**src/rtl/register_list_sequencer_pkg.sv**
```systemverilog
// Shared types for the register-list save/restore sequencer.
package register_list_sequencer_pkg;

  typedef logic [31:0] t_reg;
  typedef logic [3:0]  t_reg_index;

  localparam int unsigned NUM_REGS   = 16;
  localparam t_reg        STACK_STEP = 32'd4;

  typedef enum logic [2:0] {IDLE, DEC, STORE, LOAD, FINISH} t_rls_state;

  function automatic logic [NUM_REGS-1:0] index_onehot(input t_reg_index idx);
    return {{(NUM_REGS-1){1'b0}}, 1'b1} << idx;
  endfunction

endpackage

```
**src/rtl/register_list_sequencer_reg_mask_encoder.sv**
```systemverilog
// Finds the highest or lowest set bit of a register mask, plus an empty flag.
module reg_mask_encoder
  import register_list_sequencer_pkg::*;
(
  input  logic [15:0] i_mask,
  input  logic        i_highest,
  output logic [3:0]  o_index,
  output logic        o_empty
);

  logic [3:0] w_pos;

  // Last match wins, so scan order decides highest versus lowest.
  always_comb begin
    o_index = '0;
    w_pos   = '0;
    for (int k = 0; k < 16; k++) begin
      w_pos = i_highest ? k[3:0] : (4'd15 - k[3:0]);
      if (i_mask[w_pos]) o_index = w_pos;
    end
  end

  assign o_empty = (i_mask == '0);

endmodule

```
**src/rtl/register_list_sequencer.sv**
```systemverilog
// Sequences push/pop of a register list between the register file and the memory bus.
module register_list_sequencer
  import register_list_sequencer_pkg::*;
#(
  parameter int unsigned TIMEOUT_CYCLES = 255
) (
  input  logic        i_clock,
  input  logic        i_reset,
  input  logic        i_start,
  input  logic        i_push,
  input  logic [15:0] i_reg_mask,
  input  logic [3:0]  i_sp_index,
  output logic        o_busy,
  output logic        o_done,
  output logic        o_error,
  output logic [3:0]  o_rf_read1_index,
  input  logic [31:0] i_rf_read1_data,
  output logic [3:0]  o_rf_read2_index,
  input  logic [31:0] i_rf_read2_data,
  output logic        o_rf_write,
  output logic [3:0]  o_rf_write_index,
  output logic [31:0] o_rf_write_data,
  output logic        o_rf_inc,
  output logic        o_rf_dec,
  output logic [3:0]  o_rf_incdec_index,
  output logic        o_bus_req,
  output logic        o_bus_write,
  output logic [31:0] o_bus_addr,
  output logic [31:0] o_bus_wdata,
  input  logic [31:0] i_bus_rdata,
  input  logic        i_bus_ack,
  input  logic        i_bus_error
);

  t_rls_state  r_state, w_state_next;
  logic        r_push, w_push_next;
  t_reg_index  r_sp_index, w_sp_index_next;
  logic [15:0] r_mask, w_mask_next;
  logic        r_error, w_error_next;
  logic [31:0] r_timeout, w_timeout_next;

  t_reg_index  w_cur_index, w_rem_index;
  logic        w_cur_empty, w_rem_empty;
  logic [15:0] w_start_mask, w_mask_cleared;
  logic        w_in_access, w_ack_ok, w_timed_out, w_rf_write, w_rf_inc;
  logic        w_unused_enc;

  assign w_start_mask   = i_reg_mask & ~index_onehot(i_sp_index);
  assign w_mask_cleared = r_mask & ~index_onehot(w_cur_index);
  assign w_in_access    = (r_state == STORE) || (r_state == LOAD);
  assign w_ack_ok       = i_bus_ack && !i_bus_error;
  assign w_timed_out    = (TIMEOUT_CYCLES != 0) && (r_timeout == TIMEOUT_CYCLES - 1);
  assign w_unused_enc   = ^{w_rem_index, w_cur_empty};

  reg_mask_encoder u_cur_enc (
    .i_mask    (r_mask),
    .i_highest (r_push),
    .o_index   (w_cur_index),
    .o_empty   (w_cur_empty)
  );

  // Tests what is left once the current register retires.
  reg_mask_encoder u_rem_enc (
    .i_mask    (w_mask_cleared),
    .i_highest (r_push),
    .o_index   (w_rem_index),
    .o_empty   (w_rem_empty)
  );

  always_comb begin
    w_state_next    = r_state;
    w_push_next     = r_push;
    w_sp_index_next = r_sp_index;
    w_mask_next     = r_mask;
    w_error_next    = r_error;
    w_rf_write      = 1'b0;
    w_rf_inc        = 1'b0;
    w_timeout_next  = (w_in_access && !i_bus_ack) ? r_timeout + 32'd1 : '0;
    unique case (r_state)
      IDLE: begin
        if (i_start) begin
          w_push_next     = i_push;
          w_sp_index_next = i_sp_index;
          w_mask_next     = w_start_mask;
          w_error_next    = 1'b0;
          if (w_start_mask == '0) w_state_next = FINISH;
          else                    w_state_next = i_push ? DEC : LOAD;
        end
      end
      DEC: w_state_next = STORE;
      STORE, LOAD: begin
        if (i_bus_ack && i_bus_error) begin
          w_error_next = 1'b1;
          w_state_next = FINISH;
        end else if (w_ack_ok) begin
          w_rf_write   = (r_state == LOAD);
          w_rf_inc     = (r_state == LOAD);
          w_mask_next  = w_mask_cleared;
          if (w_rem_empty)           w_state_next = FINISH;
          else if (r_state == STORE) w_state_next = DEC;
          else                       w_state_next = LOAD;
        end else if (w_timed_out) begin
          w_error_next = 1'b1;
          w_state_next = FINISH;
        end
      end
      FINISH:  w_state_next = IDLE;
      default: w_state_next = IDLE;
    endcase
  end

  always_ff @(posedge i_clock or posedge i_reset) begin
    if (i_reset) begin
      r_state    <= IDLE;
      r_push     <= 1'b0;
      r_sp_index <= '0;
      r_mask     <= '0;
      r_error    <= 1'b0;
      r_timeout  <= '0;
    end else begin
      r_state    <= w_state_next;
      r_push     <= w_push_next;
      r_sp_index <= w_sp_index_next;
      r_mask     <= w_mask_next;
      r_error    <= w_error_next;
      r_timeout  <= w_timeout_next;
    end
  end

  assign o_busy            = (r_state == DEC) || w_in_access;
  assign o_done            = (r_state == FINISH);
  assign o_error           = r_error;
  assign o_rf_read1_index  = r_sp_index;
  assign o_rf_read2_index  = w_cur_index;
  assign o_rf_write        = w_rf_write;
  assign o_rf_write_index  = w_cur_index;
  assign o_rf_write_data   = w_rf_write ? i_bus_rdata : '0;
  assign o_rf_inc          = w_rf_inc;
  assign o_rf_dec          = (r_state == DEC);
  assign o_rf_incdec_index = r_sp_index;
  assign o_bus_req         = w_in_access;
  assign o_bus_write       = (r_state == STORE);
  assign o_bus_addr        = w_in_access ? i_rf_read1_data : '0;
  assign o_bus_wdata       = (r_state == STORE) ? i_rf_read2_data : '0;

endmodule

```
**config.mk**
```make
export PLATFORM = sky130hd
export DESIGN_NAME = register_list_sequencer
export DESIGN_NICKNAME = d
export VERILOG_FILES = /design/src/rtl/register_list_sequencer_pkg.sv /design/src/rtl/register_list_sequencer_reg_mask_encoder.sv /design/src/rtl/register_list_sequencer.sv
export SDC_FILE = /design/constraint.sdc
export NUM_CORES = 1
export LEC_CHECK = 0
export BUFFER_PORTS_ARGS = -buffer_cell sky130_fd_sc_hd__clkbuf_2
export CAP_MARGIN = 10
export CORE_MARGIN = 2
export CORE_UTILIZATION = 51
export DETAILED_ROUTE_END_ITERATION = 16
export HOLD_SLACK_MARGIN = 0.05
export PLACE_DENSITY = 0.88
export SLEW_MARGIN = 20
export SYNTH_ARGS = -nofsm -noshare
export SYNTH_HDL_FRONTEND = slang
export SYNTH_HIERARCHICAL = 1
export SYNTH_SLANG_ARGS = --single-unit
```
**constraint.sdc**
```tcl
create_clock -name i_clock -period 6.97 [get_ports i_clock]
set_clock_uncertainty 0.15 [all_clocks]
set_input_delay 0.3485 -clock i_clock [delete_from_list [all_inputs] [get_ports i_clock]]
set_output_delay 0.3485 -clock i_clock [all_outputs]
set_load 0.05 [all_outputs]
```
==> impl_metrics.ini <==
[clocking]
h-tree-depth = 3
postCtsSetupRepairBufs = 0
cts_tree = yes
clock_latency_ps = 340
cts_buffers = 9
clkSinkCount = 57
ctsResizeCount = 0
cts_buffer_depth = 2
clk_root_buffer_cell = clkbuf_8
clkTransAtPathRegs_ps = 70
hold_buffers = 0

[final_layout]
n_antenna_cell = 0
area_growth_pct = 29.7
drive_gt1_share_pct = 34.9
fin_area_mm2 = 0.00585
finalNonFillerCells = 902
fin_nets = 913

[sta]
timing.final.ws_setup_ps = 3140
slew_violations = 0
min_period_over_period_pct = 54.9
setup_viol = 0
rsz0062_at_grt = no
worst_slew_pin_slew_ps = 1070
hold_viol_final = 0
tns_ps = 0
min_period_ps = 3830
max_freq_mhz = 261
max_slew_margin_pct = 28.7

[routing]
first_pass_iters = 5
first_iter_violations = 504
wl_mm = 16.0
via_per_inst = 5.80
vias = 5229
drc = 0
ant_nets = 0
wl_per_cell_um = 17.8

[global_route]
antenna_found_initial = 1
first_global_vias = 4871
grt_pass1_wl_mm = 25.2
gr-total-overflow = 0
grt_max_degree = 85
grt_usage_pct = 32.5

[floorplanning]
core_area_mm2 = 0.00864
die_y_um = 98.1
start_util_pct = 52.3
io-pin-count = 242
dieArea_mm2 = 0.00962
num_rows = 34
die_x_um = 98.1

[setup_path]
crit_fanout = 24
critPathMostFrequentCell = nor2b_1
max_stage_delay_ps = 800
path_buf_inv = 1
crit_slowest_cell = dfrtp_1
crit_required_ps = 7030
cp.arrival_ps = 3890
crit_chain = inv_1 -> a2111oi_0 -> a21oi_1 -> a31oi_1 -> o221ai_1 -> nand2b_1 -> o31a_1 -> nor2_1 -> nand2_1 -> nor4_1 -> and3_1 -> nor2b_1 -> nor2b_1 -> o21a_1 -> o31ai_1
endpoint_kind = flop
reg2reg_depth = 15
cp.depth = 15
crit_family = compound AO/OA/AOI/OAI gates
worstSetupStartpointType = flop
critPathKind = reg -> reg

[yosys]
yosysWarningCount = 6
synth_area_mm2 = 0.00451
syn_inst = 576
syn_area_per_cell_um2 = 7.84
synthesis.nets = 700

[placement]
gp_congestion = 1.08
dp_hpwl_mm = 12.8
dp_slack_ps = 3220
dp.cells = 886
io_buffers = 241
dpl-instance-area_mm2 = 0.00566

[pwr]
vdd.ir_drop.worst_uv = 288
power.static_leakage_nw = 2.89
p_per_area_mw_per_mm2 = 419

[flow_run]
cap_violations = 0

[status]
status = finished clean

[worst_hold_path]
hold_class = in -> async
## layout make-up
cell class,instances,area [um2]
multi-input cells,463,2830
fillers,714,2780
flip-flops and latches,57,1430
repair buffers,244,1230
well taps,108,135
clock buffers,9,124
clock inverters,7,55.1
inverters,14,52.6
## layer usage
metal | global-route usage (%) | share of wire (%) | vias up
li1 | - | - | 2458
met1 | 45.6 | 42 | 2459
met2 | 49.7 | 47 | 273
met3 | 8.16 | 9.2 | 37
met4 | 10.0 | 2.1 | 2
met5 | 0 | 0.10 | -
## layout by cell type (no fill, tap or decap), types with 3 or more instances in the layout
| cell | n |
|---|---|
| and2_1 | 66 |
| nand3b_1 | 5 |
| nor2_1 | 71 |
| xor2_1 | 11 |
| buf_4 | 3 |
| and3_1 | 36 |
| nand2_1 | 56 |
| o311ai_0 | 6 |
| nor3_1 | 10 |
| o211ai_1 | 9 |
| nand4_1 | 9 |
| clkbuf_8 | 9 |
| nand2b_1 | 12 |
| inv_1 | 12 |
| dfrtp_1 | 57 |
| clkbuf_2 | 241 |
| nor2b_1 | 5 |
| a31oi_1 | 19 |
| and4_1 | 4 |
| nor3_2 | 3 |
| or3_1 | 8 |
| nand3_1 | 13 |
| xnor2_1 | 15 |
| o22ai_1 | 3 |
| o21ai_0 | 9 |
| o21a_1 | 10 |
| o31a_1 | 6 |
| a21oi_1 | 18 |
| nor4_1 | 12 |
## per-stage QoR
step	hold WS [ps]	power, mW	util [%]
2_1_floorplan	300	1.80	-
3_3_place_gp	335	2.11	65.6
3_5_place_dp	346	2.15	65.6
4_1_cts	61.4	2.43	67.6
5_1_grt	100	2.57	67.8
6_report	30.0	2.45	67.8
## tightest hold or removal path, delay by kind of cell
| kind | cells | cell delay (ps) |
|---|---|---|
| buf+inv | 3 | 670 |
## state kept, by name, indices dropped and copies added, names as in the netlist
register / count
o_rf_incdec_index: 4
r_mask: 16
o_error: 1
r_push: 1
r_timeout: 32
r_state: 3
## final timing paths
| check | endpoint | slack (ps) | from |
|---|---|---|---|
| worst max register to register | r_state[1] | 3140 | r_push |
| min in group i_clock | r_state[1] | 80 | i_push |
| worst max-delay path | r_state[1] | 3140 | r_push |
| worst min-delay path | r_timeout[30] | 30 | i_reset |
| max in group asynchronous | r_mask[7] | 6160 | i_reset |
| worst min register to register | o_rf_incdec_index[0] | 360 | o_rf_incdec_index[0] |
## power breakdown
part / switching, mW / internal (mW)
Sequential: 0.149 / 0.405
Clock: 0.146 / 0.131
Combinational: 1.22 / 0.402
Power figures use the tool's default switching activity.
